File: src/rtl/shift_sequencer_if.sv
// Control/handshake bundle between the main control unit and the shift sequencer.
// The master drives the request side; the slave returns the Y/shifter strobes and status.
interface shift_sequencer_if #(
   parameter int AMT_W = 4
);
   logic             start;
   logic             dir;
   logic [AMT_W-1:0] amount;
   logic             use_offset;
   logic             abort;
   logic             Y_in;
   logic             Y_offset_in;
   logic             Y_out;
   logic             Y_shift_left;
   logic             Y_shift_right;
   logic [1:0]       shift_amount;
   logic             shifter_to_bus;
   logic             busy;
   logic             done;

   modport master (
      output start, dir, amount, use_offset, abort,
      input  Y_in, Y_offset_in, Y_out, Y_shift_left, Y_shift_right,
             shift_amount, shifter_to_bus, busy, done
   );

   modport slave (
      input  start, dir, amount, use_offset, abort,
      output Y_in, Y_offset_in, Y_out, Y_shift_left, Y_shift_right,
             shift_amount, shifter_to_bus, busy, done
   );
endinterface

File: src/rtl/shift_sequencer.sv
// Sequences Y and the barrel shifter to shift 0..2^AMT_W-1 positions, at most STEP_MAX per pass.
// Optional SHIFT_SEQ_ABORT_EN makes abort cancel an operation in LOAD or SHIFT.
module shift_sequencer #(
   parameter int AMT_W    = 4,
   parameter int STEP_MAX = 3
) (
   input  logic              clk,
   input  logic              reset,
   shift_sequencer_if.slave  sif
);

   typedef enum logic [1:0] {IDLE, LOAD, SHIFT, DONE} state_e;

   localparam logic [AMT_W-1:0] STEP_MAX_W = AMT_W'(STEP_MAX);

   state_e           state_q, state_d;
   logic [AMT_W-1:0] rem_q, rem_d;
   logic             dir_q, dir_d;
   logic             uo_q, uo_d;
   logic [1:0]       step;
   logic [AMT_W-1:0] rem_after;
   logic             abort_hit;

`ifdef SHIFT_SEQ_ABORT_EN
   assign abort_hit = sif.abort;
`else
   assign abort_hit = 1'b0;
`endif

   // Clamp avoids underflow: the last pass only takes what is left.
   assign step      = (rem_q > STEP_MAX_W) ? 2'(STEP_MAX) : rem_q[1:0];
   assign rem_after = rem_q - AMT_W'(step);

   always_ff @(posedge clk or posedge reset) begin
      if (reset) begin
         state_q <= IDLE;
         rem_q   <= '0;
         dir_q   <= 1'b0;
         uo_q    <= 1'b0;
      end else begin
         state_q <= state_d;
         rem_q   <= rem_d;
         dir_q   <= dir_d;
         uo_q    <= uo_d;
      end
   end

   always_comb begin
      state_d            = state_q;
      rem_d              = rem_q;
      dir_d              = dir_q;
      uo_d               = uo_q;
      sif.Y_in           = 1'b0;
      sif.Y_offset_in    = 1'b0;
      sif.Y_out          = 1'b0;
      sif.Y_shift_left   = 1'b0;
      sif.Y_shift_right  = 1'b0;
      sif.shift_amount   = 2'd0;
      sif.shifter_to_bus = 1'b0;
      sif.busy           = 1'b0;
      sif.done           = 1'b0;
      unique case (state_q)
         IDLE: begin
            if (sif.start) begin
               dir_d   = sif.dir;
               rem_d   = sif.amount;
               uo_d    = sif.use_offset;
               state_d = LOAD;
            end
         end
         LOAD: begin
            sif.busy        = 1'b1;
            sif.Y_offset_in = uo_q;
            sif.Y_in        = ~uo_q;
            if (abort_hit) begin
               rem_d   = '0;
               state_d = IDLE;
            end else begin
               state_d = (rem_q != '0) ? SHIFT : DONE;
            end
         end
         SHIFT: begin
            // Shifter result goes straight back into Y over the bus in the same cycle.
            sif.busy           = 1'b1;
            sif.shift_amount   = step;
            sif.Y_shift_left   = ~dir_q;
            sif.Y_shift_right  = dir_q;
            sif.shifter_to_bus = 1'b1;
            sif.Y_in           = 1'b1;
            if (abort_hit) begin
               rem_d   = '0;
               state_d = IDLE;
            end else begin
               rem_d   = rem_after;
               state_d = (rem_after != '0) ? SHIFT : DONE;
            end
         end
         DONE: begin
            sif.busy  = 1'b1;
            sif.done  = 1'b1;
            sif.Y_out = 1'b1;
            state_d   = IDLE;
         end
         default: state_d = IDLE;
      endcase
   end

endmodule
File: src/flat_wrapper.sv
// flat-port wrapper written by rule: the top's interface ports become plain ports
module shift_sequencer_flat 
#(
   parameter int AMT_W    = 4,
   parameter int STEP_MAX = 3
)
  (clk, reset, sif_start, sif_dir, sif_amount, sif_use_offset, sif_abort, sif_Y_in, sif_Y_offset_in, sif_Y_out, sif_Y_shift_left, sif_Y_shift_right, sif_shift_amount, sif_shifter_to_bus, sif_busy, sif_done);
  shift_sequencer_if #(.AMT_W(AMT_W)) sif_i ();
  input  logic clk;
  input  logic reset;
  input wire logic [$bits(sif_i.start)-1:0] sif_start;
  input wire logic [$bits(sif_i.dir)-1:0] sif_dir;
  input wire logic [$bits(sif_i.amount)-1:0] sif_amount;
  input wire logic [$bits(sif_i.use_offset)-1:0] sif_use_offset;
  input wire logic [$bits(sif_i.abort)-1:0] sif_abort;
  output wire logic [$bits(sif_i.Y_in)-1:0] sif_Y_in;
  output wire logic [$bits(sif_i.Y_offset_in)-1:0] sif_Y_offset_in;
  output wire logic [$bits(sif_i.Y_out)-1:0] sif_Y_out;
  output wire logic [$bits(sif_i.Y_shift_left)-1:0] sif_Y_shift_left;
  output wire logic [$bits(sif_i.Y_shift_right)-1:0] sif_Y_shift_right;
  output wire logic [$bits(sif_i.shift_amount)-1:0] sif_shift_amount;
  output wire logic [$bits(sif_i.shifter_to_bus)-1:0] sif_shifter_to_bus;
  output wire logic [$bits(sif_i.busy)-1:0] sif_busy;
  output wire logic [$bits(sif_i.done)-1:0] sif_done;
  assign sif_i.start = sif_start;
  assign sif_i.dir = sif_dir;
  assign sif_i.amount = sif_amount;
  assign sif_i.use_offset = sif_use_offset;
  assign sif_i.abort = sif_abort;
  assign sif_Y_in = sif_i.Y_in;
  assign sif_Y_offset_in = sif_i.Y_offset_in;
  assign sif_Y_out = sif_i.Y_out;
  assign sif_Y_shift_left = sif_i.Y_shift_left;
  assign sif_Y_shift_right = sif_i.Y_shift_right;
  assign sif_shift_amount = sif_i.shift_amount;
  assign sif_shifter_to_bus = sif_i.shifter_to_bus;
  assign sif_busy = sif_i.busy;
  assign sif_done = sif_i.done;
  shift_sequencer #(.AMT_W(AMT_W), .STEP_MAX(STEP_MAX)) u_core (.clk(clk), .reset(reset), .sif(sif_i));
endmodule
File: config.mk
export PLATFORM = sky130hd
export DESIGN_NAME = shift_sequencer_flat
export DESIGN_NICKNAME = d
export VERILOG_FILES = /design/src/rtl/shift_sequencer_if.sv /design/src/rtl/shift_sequencer.sv /design/src/flat_wrapper.sv
export SDC_FILE = /design/constraint.sdc
export NUM_CORES = 1
export LEC_CHECK = 0
export CORE_MARGIN = 1
export CORE_UTILIZATION = 47
export DETAILED_ROUTE_END_ITERATION = 10
export GPL_TIMING_DRIVEN = 0
export PLACE_DENSITY = 0.82
export SETUP_SLACK_MARGIN = 0.4
export SLEW_MARGIN = 20
export SYNTH_ARGS = -nofsm -noshare
export SYNTH_HDL_FRONTEND = slang
export SYNTH_SLANG_ARGS = --single-unit
export TNS_END_PERCENT = 5
File: constraint.sdc
create_clock -name clk -period 4.1 [get_ports clk]
set_input_delay 0.82 -clock clk [delete_from_list [all_inputs] [get_ports clk]]
set_output_delay 0.82 -clock clk [all_outputs]
set_load 0.01 [all_outputs]
After elaboration in Yosys (flattened, before gate mapping)
Cells that the tools add are included.
{ "classes": {"add_sub_neg": 1, "magnitude_cmp": 1, "eq_ne": 4, "n_mux": 15, "bitwise_logic": 2, "n_reduce_logical": 7} }
{ "op_table": {"columns": ["cell", "count"], "rows": [
  ["$mux W1", 8],
  ["$pmux W2 S4", 1],
  ["$pmux W4 S2", 1],
  ["$reduce_bool A4 Y1", 2],
  ["$mux W2", 3],
  ["$eq A2 B2 Y1 const B", 2],
  ["$gt A4 B2 Y1 const B", 1],
  ["$mux W4", 1],
  ["$reduce_and A2 Y1", 2],
  ["$sub A4 B2 Y4", 1],
  ["$reduce_or A3 Y1", 1],
  ["$eq A2 B1 Y1 const B", 1],
  ["$logic_not A2 Y1", 1],
  ["$ne A2 B2 Y1 const B", 1],
  ["$not A1 Y1", 2],
  ["$pmux W1 S2", 1],
  ["$reduce_bool A2 Y1", 1]
]} }
{ "totals": {"ff_bits": 8, "in_bits": 10, "output_inout_bits": 10, "wordCells": 34} }

Longest topological paths before layout
Gate-level depths: netlist of the first run.
{ "depth": {"depth_word": 6, "ltp_mapped": 7, "ltp_nobuf": 6} }

Least setup slack after synthesis of the first run
OpenSTA, ideal clock, no wires.
{ "synth_timing": {"path_type": "reg2out", "start": "register u_core.state_q[0]", "end": "output sif_Y_shift_left", "arrival_ps": 1192, "t_required_ps": 3280, "setup_slack_ps": 2088, "stages_incl_launch_ff": 5, "n_path_buf": 1, "cell_sequence": "dfrtp_1 inv_1 ha_1 buf_2 nor2b_1"} }
{ "synth_via": {"elab_chain_cells": 2} }
{ "synth_lines": {"columns": ["element", "line", "text"], "rows": [
  ["start: declaration", "shift_sequencer.sv:16", "state_e state_q, state_d;"],
  ["start signal: assignment", "shift_sequencer.sv:41", "state_q <= state_d;"],
  ["$eq A2 B2 Y1", "shift_sequencer.sv:62", "unique case (state_q)"],
  ["$mux W1", "shift_sequencer.sv:62", null],
  ["end: declaration", "flat_wrapper.sv:19", "output wire logic [$bits(sif_i.Y_shift_left)-1:0] sif_Y_shift_left;"]
]} }
Every way passes these cells.

Final worst setup path of the first run
{ "layout_timing": {"start": "register u_core.state_q[0]", "end": "output sif_shift_amount[1]"} }
{ "layout_via": {"elab_chain_cells": 2} }
{ "layout_lines": {"columns": ["element", "line", "text"], "rows": [
  ["$eq A2 B2 Y1", "shift_sequencer.sv:62", null],
  ["$mux W2", "shift_sequencer.sv:62", null],
  ["end: declaration", "flat_wrapper.sv:21", "output wire logic [$bits(sif_i.shift_amount)-1:0] sif_shift_amount;"]
]} }
Every way passes these cells.

==> run summary, run 1 <==
Crit. End Element - output port
Synthesized instance count - 68
Reg-to-reg startpoint - u_core.rem_q[2]$_DFFE_PP0P_
IO Port Bufs - 18
GRT overflow - 0
Slew Viols, Final - 0
Hold buffers post-CTS - 0
Max FO, Critical Path - 10
Number of warnings issued by yosys - 0
Delay of the slowest critical-path stage - 520 ps
Critical path data required time - 3280 ps
Clock Latency Late Sink - 260 ps
Storage cell area - 200 µm²
H-Tree Depth - 1
Reg2Reg Capture Point - u_core.state_q[0]$_DFFE_PP0P_
First-pass GRT wire length - 2080 µm
GRT Total Usage - 0.211
Final net count - 106
Mean routed wirelength per cell - 12.8 µm
Die H - 38.1 µm
Worst reg-to-reg path cell count - 7
Max Clock Freq - 0.348 GHz
Antenna cell count - 0
Final Hold Vio Count - 0
Synth async-reset ratio - 1.00
Slowest CP cell - clkdlybuf4s50_1
Initial antenna violation count - 0
Fin Setup TNS - 0 ps
RePlAce Congestion - 0.811
Post-CTS setup buffer count - 0
Non-filler cells, final - 103
Post-synth net total - 83
Status - finished, final reports clean
Hold EP - u_core.dir_q$_DFFE_PP0P_
Flop2flop setup slack - 2450 ps
Dpl hpwl - 936 µm
Crit path cell chain - inv_1, ha_1, buf_2, o31a_1, clkdlybuf4s50_1
Mapped Avg Cell Area - 9.00 µm²
IO Count - 20
# DRC - 0
Commonest non-fill, non-tap cell in the layout - clkdlybuf4s50_1
Root buffer cell - clkbuf_4
Final period utilization - 0.701
Area of the multi-input gates - 364 µm²
TritonCTS clock tree - done
Hold WC Path Type - register to register
Min cycle time layout - 2880 ps
DRT antenna net count - 0
EDFF count, synth - 0
CTS Buf Count - 3
Worst-Margin Slew - 348 ps
Routed wire length - 1320 µm
Setup CP Type - register to output port
Area Growth Syn to Fin - 36.0%
Via count - 569
Seq/Total Area, Yosys - 0.327
Largest net degree at the start of global routing - 11
# fillers - 98
DR vias/cell - 5.52
Leakage Power - 0.000354 µW
Initial Util - 0.529
DR iter-0 viols - 12
Mapped Area - 612 µm²
Synth unique cells - 33
# setup viols final - 0
Slew margin rel. - 0.768
Clk slew on worst S/H paths - 60 ps
RSZ-0062 raised after global routing - false
TritonRoute pass-1 iters - 4
CORE AREA - 0.00116 mm²
Setup ws final - 1220 ps
Post-synth top flop - dfrtp_1
Hold Crit Start - u_core.dir_q$_DFFE_PP0P_
Max cap viols - 0
Arr. time, crit path - 2060 ps
Power Density - 777 mW/mm²
VDD IR max - 0.393 mV
Post-synthesis register bit count - 8
Die area - 0.00145 mm²
Die width - 38.1 µm
Post-Place Setup Slack - 1540 ps
Vias in the first global route - 464
Startpoint Class - register
Most frequent cells in the layout - clkdlybuf4s50_1, dfrtp_1, nand2_1, ha_1
Cells after DPL - 100
WHS - 511 ps
# rows - 12
Post-CTS sizing - 0
Clock Tree Buf Depth - 2
Setup Skew - 5.48 ps
Clock Sink Count - 8
Layout cells sized above 1 - 0.146
Hold-critical path depth - 1
==> sequential cells by signal, indices dropped and copies added, names as in the netlist <==
register / count
u_core.rem_q: 4
u_core.state_q: 2
u_core.dir_q: 1
u_core.uo_q: 1
==> report_power, final <==
part	internal (µW)	switching [µW]	leakage (µW)
clock	33.8	31.7	0.0000138
sequential	119	41.7	0.0000967
combinational	228	192	0.000243
total	381	266	0.000354
==> layer usage <==
layer | wire length [µm] | part of all wire | global-route usage | up-vias
met5 | 0 | 0 | 0 | -
met1 | 638 | 0.49 | 0.315 | 263
li1 | - | - | - | 284
met3 | 72 | 0.055 | 0.0523 | 2
met4 | 13 | 0.0099 | 0.0804 | 0
met2 | 591 | 0.45 | 0.288 | 20
==> worst max-delay path: cells and delay by family, from the launching register on <==
kind	cells	cell delay, ps
compound gates	1	160
flops	1	430
fa+ha+maj	1	300
buf+inv	3	890
==> metrics by stage <==
stage / total power (µW) / util / area, µm²
final: 647 / 0.720 / 832
after global routing: 705 / 0.720 / 832
after CTS: 646 / 0.720 / 832
after detailed placement: 580 / 0.700 / 810
after global placement: 572 / 0.700 / 810
after floorplan: 424 / - / 612
==> final cells by class <==
| class | instances | area share |
|---|---|---|
| Multi-Input combinational cell | 51 | 0.438 |
| Sequential cell | 8 | 0.241 |
| Timing Repair Buffer | 18 | 0.217 |
| Buffer | 4 | 0.0346 |
| Clock buffer | 3 | 0.0271 |
| Inverter | 5 | 0.0226 |
| Tap cell | 14 | 0.0211 |
==> cell families (layout without fill, tap and decap cells) <==
kind of cell,after synthesis,after routing,synth area share
buffers and inverters,9,30,0.0777
adder cells (fa/ha/maj),5,5,0.102
flip-flops,8,8,0.327
AO/OA/AOI/OAI,14,14,0.153
multiplexers,3,3,0.0552
AND/OR/NAND/NOR,29,29,0.284
==> cells in the mapped netlist, types with 2 or more instances <==
cell type / count / area, µm²
a21oi_1: 2 / 10.0
and2_1: 2 / 12.5
buf_2: 2 / 10.0
dfrtp_1: 8 / 200
ha_1: 5 / 62.6
inv_1: 4 / 15.0
mux2_1: 3 / 33.8
nand2_1: 5 / 18.8
nand3_1: 3 / 15.0
nor2_1: 2 / 7.51
nor2b_1: 4 / 25.0
o21ai_0: 2 / 10.0
o21ai_1: 3 / 15.0
o31a_1: 2 / 17.5
or2_2: 2 / 12.5
or3_1: 2 / 12.5
==> worst max path at each step <==
stage / cells past startpoint / to / startpoint / slack (ps)
global placement: 5 / sif_Y_shift_left / u_core.state_q[0]$_DFFE_PP0P_ / 1550
CTS: 5 / sif_Y_shift_left / u_core.state_q[0]$_DFFE_PP0P_ / 1240
detailed placement: 5 / sif_shift_amount[0] / u_core.state_q[0]$_DFFE_PP0P_ / 1540
finish: 5 / sif_shift_amount[1] / u_core.state_q[0]$_DFFE_PP0P_ / 1220
global route: 5 / sif_Y_shift_left / u_core.state_q[0]$_DFFE_PP0P_ / 1120
floorplan: 4 / sif_Y_shift_left / u_core.state_q[0]$_DFFE_PP0P_ / 2090
(Power assumes the default switching activity.)
==> inputs of run 2 (changes only) <==
--- a/config.mk
+++ b/config.mk
@@ -6,10 +6,10 @@
 export NUM_CORES = 1
 export LEC_CHECK = 0
 export CORE_MARGIN = 1
-export CORE_UTILIZATION = 47
+export CORE_UTILIZATION = 39
 export DETAILED_ROUTE_END_ITERATION = 10
 export GPL_TIMING_DRIVEN = 0
-export PLACE_DENSITY = 0.82
+export PLACE_DENSITY = 0.72
 export SETUP_SLACK_MARGIN = 0.4
 export SLEW_MARGIN = 20
 export SYNTH_ARGS = -nofsm -noshare
==> constraint.sdc (replaced) <==
create_clock -name clk -period 2.6 [get_ports clk]
set_input_delay 0.52 -clock clk [delete_from_list [all_inputs] [get_ports clk]]
set_output_delay 0.52 -clock clk [all_outputs]
set_load 0.01 [all_outputs]
==> run 2 against run 1 <==
- total power increased by 62%
- wire length increased by 13%
- register-to-register slack got worse by 1500 ps
- hold slack improved by 16 ps
- via count increased by 3.9%
- critical path type unchanged
- largest power group unchanged
==> run summary, run 2 (synthesized netlist as in run 1, its figures left out) <==
IO Port Bufs - 18 (unchanged)
Min cycle time layout - 2320 ps
Fin Setup TNS - 0 ps (unchanged)
Final Hold Vio Count - 0 (unchanged)
Setup CP Type - register to output port
# rows - 13 (+1)
H-Tree Depth - 1 (unchanged)
Util after Layout - 0.618 (-0.102)
IO Count - 20 (unchanged)
Most flops, register - u_core.rem_q
RePlAce Congestion - 0.772 (-4.8%)
Area Growth Syn to Fin - 39.7%
Vias in the first global route - 574 (+24%)
CORE AREA - 0.00138 mm² (+20%)
TritonRoute pass-1 iters - 4 (unchanged)
# DRC - 0 (unchanged)
RSZ-0062 raised after global routing - true
TritonCTS clock tree - done
Max Clock Freq - 0.432 GHz
Cells after DPL - 101 (+1.0%)
Via count - 591 (+3.9%)
Critical path data required time - 2080 ps (-1200 ps)
Power Density - 1230 mW/mm² (+58%)
Crit. End Element - output port
Most frequent cells in the layout - clkdlybuf4s50_1, dfrtp_1, nand2_1
Arr. time, crit path - 1800 ps (-260 ps)
Max cap viols - 0 (unchanged)
Antenna cell count - 0 (unchanged)
Sw frac - 0.411 (about the same)
Largest register FFs - 4 (unchanged)
Slew margin rel. - 0.772 (+0.00374)
Clock Sink Count - 8 (unchanged)
Mean routed wirelength per cell - 14.3 µm (+12%)
Internal - 617 µW (+62%)
Max FO, Critical Path - 10 (unchanged)
Sw Pwr - 431 µW (+62%)
Final net count - 106 (unchanged)
# setup viols final - 0 (unchanged)
Setup Skew - 10.8 ps (+5.31 ps)
DRT antenna net count - 0 (unchanged)
Initial Util - 0.443 (-0.0867)
Routed wire length - 1490 µm (+13%)
Dpl hpwl - 1070 µm (+15%)
Root buffer cell - clkbuf_4
Initial antenna violation count - 0 (unchanged)
Hold buffers post-CTS - 0 (unchanged)
Regs by FF count - u_core.rem_q: 4 flops, u_core.state_q: 2 flops
Die area - 0.00173 mm² (+19%)
Slew Viols, Final - 0 (unchanged)
GRT overflow - 0 (unchanged)
Die H - 41.6 µm (+9.3%)
Clk slew on worst S/H paths - 60 ps (about the same)
Flop pwr share - 0.248 (about the same)
Commonest non-fill, non-tap cell in the layout - clkdlybuf4s50_1
Non-filler cells, final - 104 (+0.97%)
DR vias/cell - 5.68 (+2.9%)
VDD IR max - 0.609 mV (+55%)
CTS Buf Count - 3 (unchanged)
Clock power share - 0.091 (-0.010)
First-pass GRT wire length - 2590 µm (+24%)
Hold WC Path Type - register to register
Clock Tree Buf Depth - 2 (unchanged)
Largest net degree at the start of global routing - 11 (unchanged)
Final period utilization - 0.890
Startpoint Class - register
Die width - 41.6 µm (+9.3%)
Clock Latency Late Sink - 260 ps (about the same)
Status - finished, final reports clean
DR iter-0 viols - 21 (+9)
Leakage Power - 0.000365 µW (+3.2%)
GRT Total Usage - 0.195 (-0.0160)
Logic pwr share - 0.660 (+0.010)
Layout cells sized above 1 - 0.180 (+0.0337)
Worst-Margin Slew - 341 ps (-6.30 ps)
[run 2: power by group through the flow]
stage          Combinational (µW)  Sequential, µW  Clock, µW
6_report                      692             261       95.7
3_3_place_gp                  660             252          0
3_5_place_dp                  666             255          0
5_1_grt                       770             273        107
2_1_floorplan                 433             235          0
4_1_cts                       687             258       99.2
[run 2: metrics by stage]
stage / hold slack (ps) / area [µm²] / power (µW) / setup WS, ps
finish: 527 / 855 / 1050 / 285
CTS: 521 / 847 / 1040 / 221
global route: 563 / 855 / 1150 / 218
global placement: 504 / 811 / 912 / 352
floorplan: 336 / 612 / 668 / 888
detailed placement: 509 / 811 / 921 / 331
[run 2: worst paths after layout]
| kind | start | to | slack [ps] | cells past startpoint |
|---|---|---|---|---|
| setup / recovery | u_core.state_q[0]$_DFFE_PP0P_ | sif_Y_shift_left | 280 | 5 |
| hold / removal | u_core.dir_q$_DFFE_PP0P_ | u_core.dir_q$_DFFE_PP0P_ | 530 | 1 |
| setup reg to reg | u_core.rem_q[2]$_DFFE_PP0P_ | u_core.state_q[0]$_DFFE_PP0P_ | 940 | 7 |
| hold reg to reg | u_core.dir_q$_DFFE_PP0P_ | u_core.dir_q$_DFFE_PP0P_ | 530 | 1 |
| max in group asynchronous | reset | u_core.state_q[1]$_DFFE_PP0P_ | 1780 | 2 |
| min in group asynchronous | reset | u_core.rem_q[1]$_DFFE_PP0P_ | 540 | 2 |
[run 2: per-layer routing]
layer / wire, µm / share of wire / up-vias / GRT usage
met4: 0 / 0 / 0 / 0.0194
met1: 626 / 0.42 / 281 / 0.248
met5: 0 / 0 / - / 0
met3: 116 / 0.078 / 0 / 0.0826
li1: - / - / 286 / -
met2: 742 / 0.50 / 24 / 0.319
[run 2: cell type report]
cell class                      count  area [µm²]
Sequential cell                     8         201
Multi-Input combinational cell     51         377
Fill cell                         121         528
Inverter                            5        18.8
Clock buffer                        3        22.5
Buffer                              4        35.0
Timing Repair Buffer               18         181
Tap cell                           15        18.8
[run 2: critical path, stage by stage (launching register included)]
cell	delay, ps
dfrtp_1	430
inv_2	100
ha_4	190
buf_6	150
nor2b_1	130
clkdlybuf4s50_1	540
[run 2: what timing repair did]
action	in CTS	in global routing
pin swaps	0	0
endpoints found under the setup margin	6	7
gates resized for setup	4	4
setup buffers	0	0
==> inputs of run 3 (changes only) <==
--- a/config.mk
+++ b/config.mk
@@ -11,6 +11,7 @@
 export GPL_TIMING_DRIVEN = 0
 export PLACE_DENSITY = 0.72
 export SETUP_SLACK_MARGIN = 0.4
+export SKIP_CTS_REPAIR_TIMING = 1
 export SLEW_MARGIN = 20
 export SYNTH_ARGS = -nofsm -noshare
 export SYNTH_HDL_FRONTEND = slang
==> run 3 against run 2 <==
- global-route usage down 0.62 points
- maximum frequency down 4.1%
- via count down 1.0%
- utilization down 0.27 points
- clock-buffer cell count unchanged
- non-clock buffer count unchanged
- cell area down 0.44%
- clock power up 1%
==> run summary, run 3 (synthesized netlist as in run 1, its figures left out) <==
Hold WC Path Type - register to register
Clock Tree Buf Depth - 2 (unchanged)
Leakage Power - 0.000370 µW (+1.4%)
Commonest non-fill, non-tap cell in the layout - clkdlybuf4s50_1
Final Hold Vio Count - 0 (unchanged)
Util after Layout - 0.615 (-0.00272)
WL met1 - 656 µm (+4.8%)
Hold-critical path depth - 1 (unchanged)
Max cap viols - 0 (unchanged)
Status - finished, final reports clean
Met2 Wirelength - 721 µm (-2.8%)
Dpl hpwl - 1070 µm (unchanged)
Setup Skew - 8.09 ps (-2.70 ps)
Mean routed wirelength per cell - 14.0 µm (-1.7%)
DRT antenna net count - 0 (unchanged)
# DRC - 0 (unchanged)
Die area - 0.00173 mm² (unchanged)
Reg2Reg Capture Point - u_core.state_q[0]$_DFFE_PP0P_
Setup CP Type - register to output port
# rows - 13 (unchanged)
Max FO, Critical Path - 10 (unchanged)
Initial antenna violation count - 0 (unchanged)
Via count - 585 (-1.0%)
Flop2flop setup slack - 940 ps (about the same)
Worst-Margin Slew - 331 ps (-10.1 ps)
Final net count - 106 (unchanged)
Hold Crit Start - u_core.dir_q$_DFFE_PP0P_
Dpl cell area - 811 µm² (unchanged)
GRT overflow - 0 (unchanged)
Largest net degree at the start of global routing - 11 (unchanged)
IO Port Bufs - 18 (unchanged)
RSZ-0062 raised after global routing - true
Die H - 41.6 µm (unchanged)
Power Density - 1220 mW/mm² (-0.25%)
CORE AREA - 0.00138 mm² (unchanged)
Slew margin rel. - 0.779 (+0.00676)
Root buffer cell - clkbuf_4
Critical path data required time - 2080 ps (about the same)
Final period utilization - 0.929 (+0.0382)
Largest register FFs - 4 (unchanged)
Regs by FF count - u_core.rem_q: 4 flops, u_core.state_q: 2 flops
IO Count - 20 (unchanged)
Hold EP - u_core.dir_q$_DFFE_PP0P_
Fin Setup TNS - 0 ps (unchanged)
VDD IR max - 0.599 mV (-1.7%)
Reg-to-reg startpoint - u_core.rem_q[2]$_DFFE_PP0P_
Setup ws final - 186 ps (-99.2 ps)
Layout cells sized above 1 - 0.157 (-0.0225)
Initial Util - 0.443 (unchanged)
Max Clock Freq - 0.414 GHz (-4.1%)
First-pass GRT wire length - 2480 µm (-4.3%)
Clk slew on worst S/H paths - 60 ps (about the same)
Clock Sink Count - 8 (unchanged)
Die width - 41.6 µm (unchanged)
TritonRoute pass-1 iters - 4 (unchanged)
Highest metal used - met4
Arr. time, crit path - 1890 ps (+90 ps)
Antenna cell count - 0 (unchanged)
Most flops, register - u_core.rem_q
H-Tree Depth - 1 (unchanged)
Vias in the first global route - 545 (-5.1%)
Post-Place Setup Slack - 331 ps (unchanged)
RePlAce Congestion - 0.772 (unchanged)
CTS Buf Count - 3 (unchanged)
# setup viols final - 0 (unchanged)
TritonCTS clock tree - done
Routed wire length - 1460 µm (-1.7%)
Worst reg-to-reg path cell count - 7 (unchanged)
Startpoint Class - register
GRT Total Usage - 0.189 (-0.00618)
Most frequent cells in the layout - clkdlybuf4s50_1, dfrtp_1, nand2_1
Min cycle time layout - 2410 ps (+99.2 ps)
Post-Layout Inst Area - 851 µm² (-0.44%)
Crit. End Element - output port
Clock Latency Late Sink - 260 ps (about the same)
Area Growth Syn to Fin - 39.1%
Met3 routed WL - 75 µm (-35%)
DR iter-0 viols - 20 (-4.8%)
Slew Viols, Final - 0 (unchanged)
DR vias/cell - 5.63 (-1.0%)
-- run 3: changes by cell type in the layout (fill, tap and decap cells not counted) --
| cell | before | now |
|---|---|---|
| clkdlybuf4s50_1 | 16 | 17 |
| dlygate4sd2_1 | 1 | 0 |
| buf_6 | 2 | 1 |
| dfrtp_2 | 1 | 0 |
| inv_1 | 3 | 4 |
| inv_2 | 2 | 1 |
| clkbuf_4 | 3 | 4 |
| dfrtp_1 | 7 | 8 |
-- run 3: worst max-delay path by stage --
| stage | from | to | cells past startpoint |
|---|---|---|---|
| 3_5_place_dp | u_core.state_q[0]$_DFFE_PP0P_ | sif_Y_shift_right | 5 |
| 2_1_floorplan | u_core.state_q[0]$_DFFE_PP0P_ | sif_Y_shift_left | 4 |
| 5_1_grt | u_core.state_q[0]$_DFFE_PP0P_ | sif_shift_amount[0] | 5 |
| 3_3_place_gp | u_core.state_q[0]$_DFFE_PP0P_ | sif_Y_shift_left | 5 |
| 4_1_cts | u_core.state_q[0]$_DFFE_PP0P_ | sif_Y_shift_right | 5 |
| 6_report | u_core.state_q[0]$_DFFE_PP0P_ | sif_Y_shift_left | 5 |
-- run 3: metrics by stage --
step	instances	total power, µW	hold slack [ps]
after detailed placement	101	921	509
final	104	1040	523
after global placement	101	912	504
after global routing	104	1140	563
after floorplan	68	668	336
after CTS	104	1030	521
-- run 3: power breakdown --
part           internal, µW  switching, µW  leakage [µW]  total (µW)
Combinational           373            314      0.000259         686
Clock                  52.9           43.9     0.0000138        96.9
Sequential              188           70.3     0.0000967         258
Total                   613            428      0.000370        1040
-- run 3: layout make-up --
| type | count | area [µm²] |
|---|---|---|
| inverter | 5 | 18.8 |
| buffer | 4 | 31.3 |
| fill | 122 | 532 |
| clock buffer | 3 | 22.5 |
| tap | 15 | 18.8 |
| sequential | 8 | 200 |
| multi-input combinational | 51 | 377 |
| timing repair buffer | 18 | 183 |
-- run 3: worst max-delay path: stages (launching register included) --
cell and delay (ps):
dfrtp_1 420, inv_1 130, ha_4 190, clkbuf_4 200
nor2b_1 140, clkdlybuf4s50_1 540
-- run 3: per-layer routing --
layer | global-route usage | vias to the layer above
met4 | 0.0194 | 0
met2 | 0.294 | 16
met3 | 0.0826 | 2
li1 | - | 284
met1 | 0.251 | 283
met5 | 0 | -
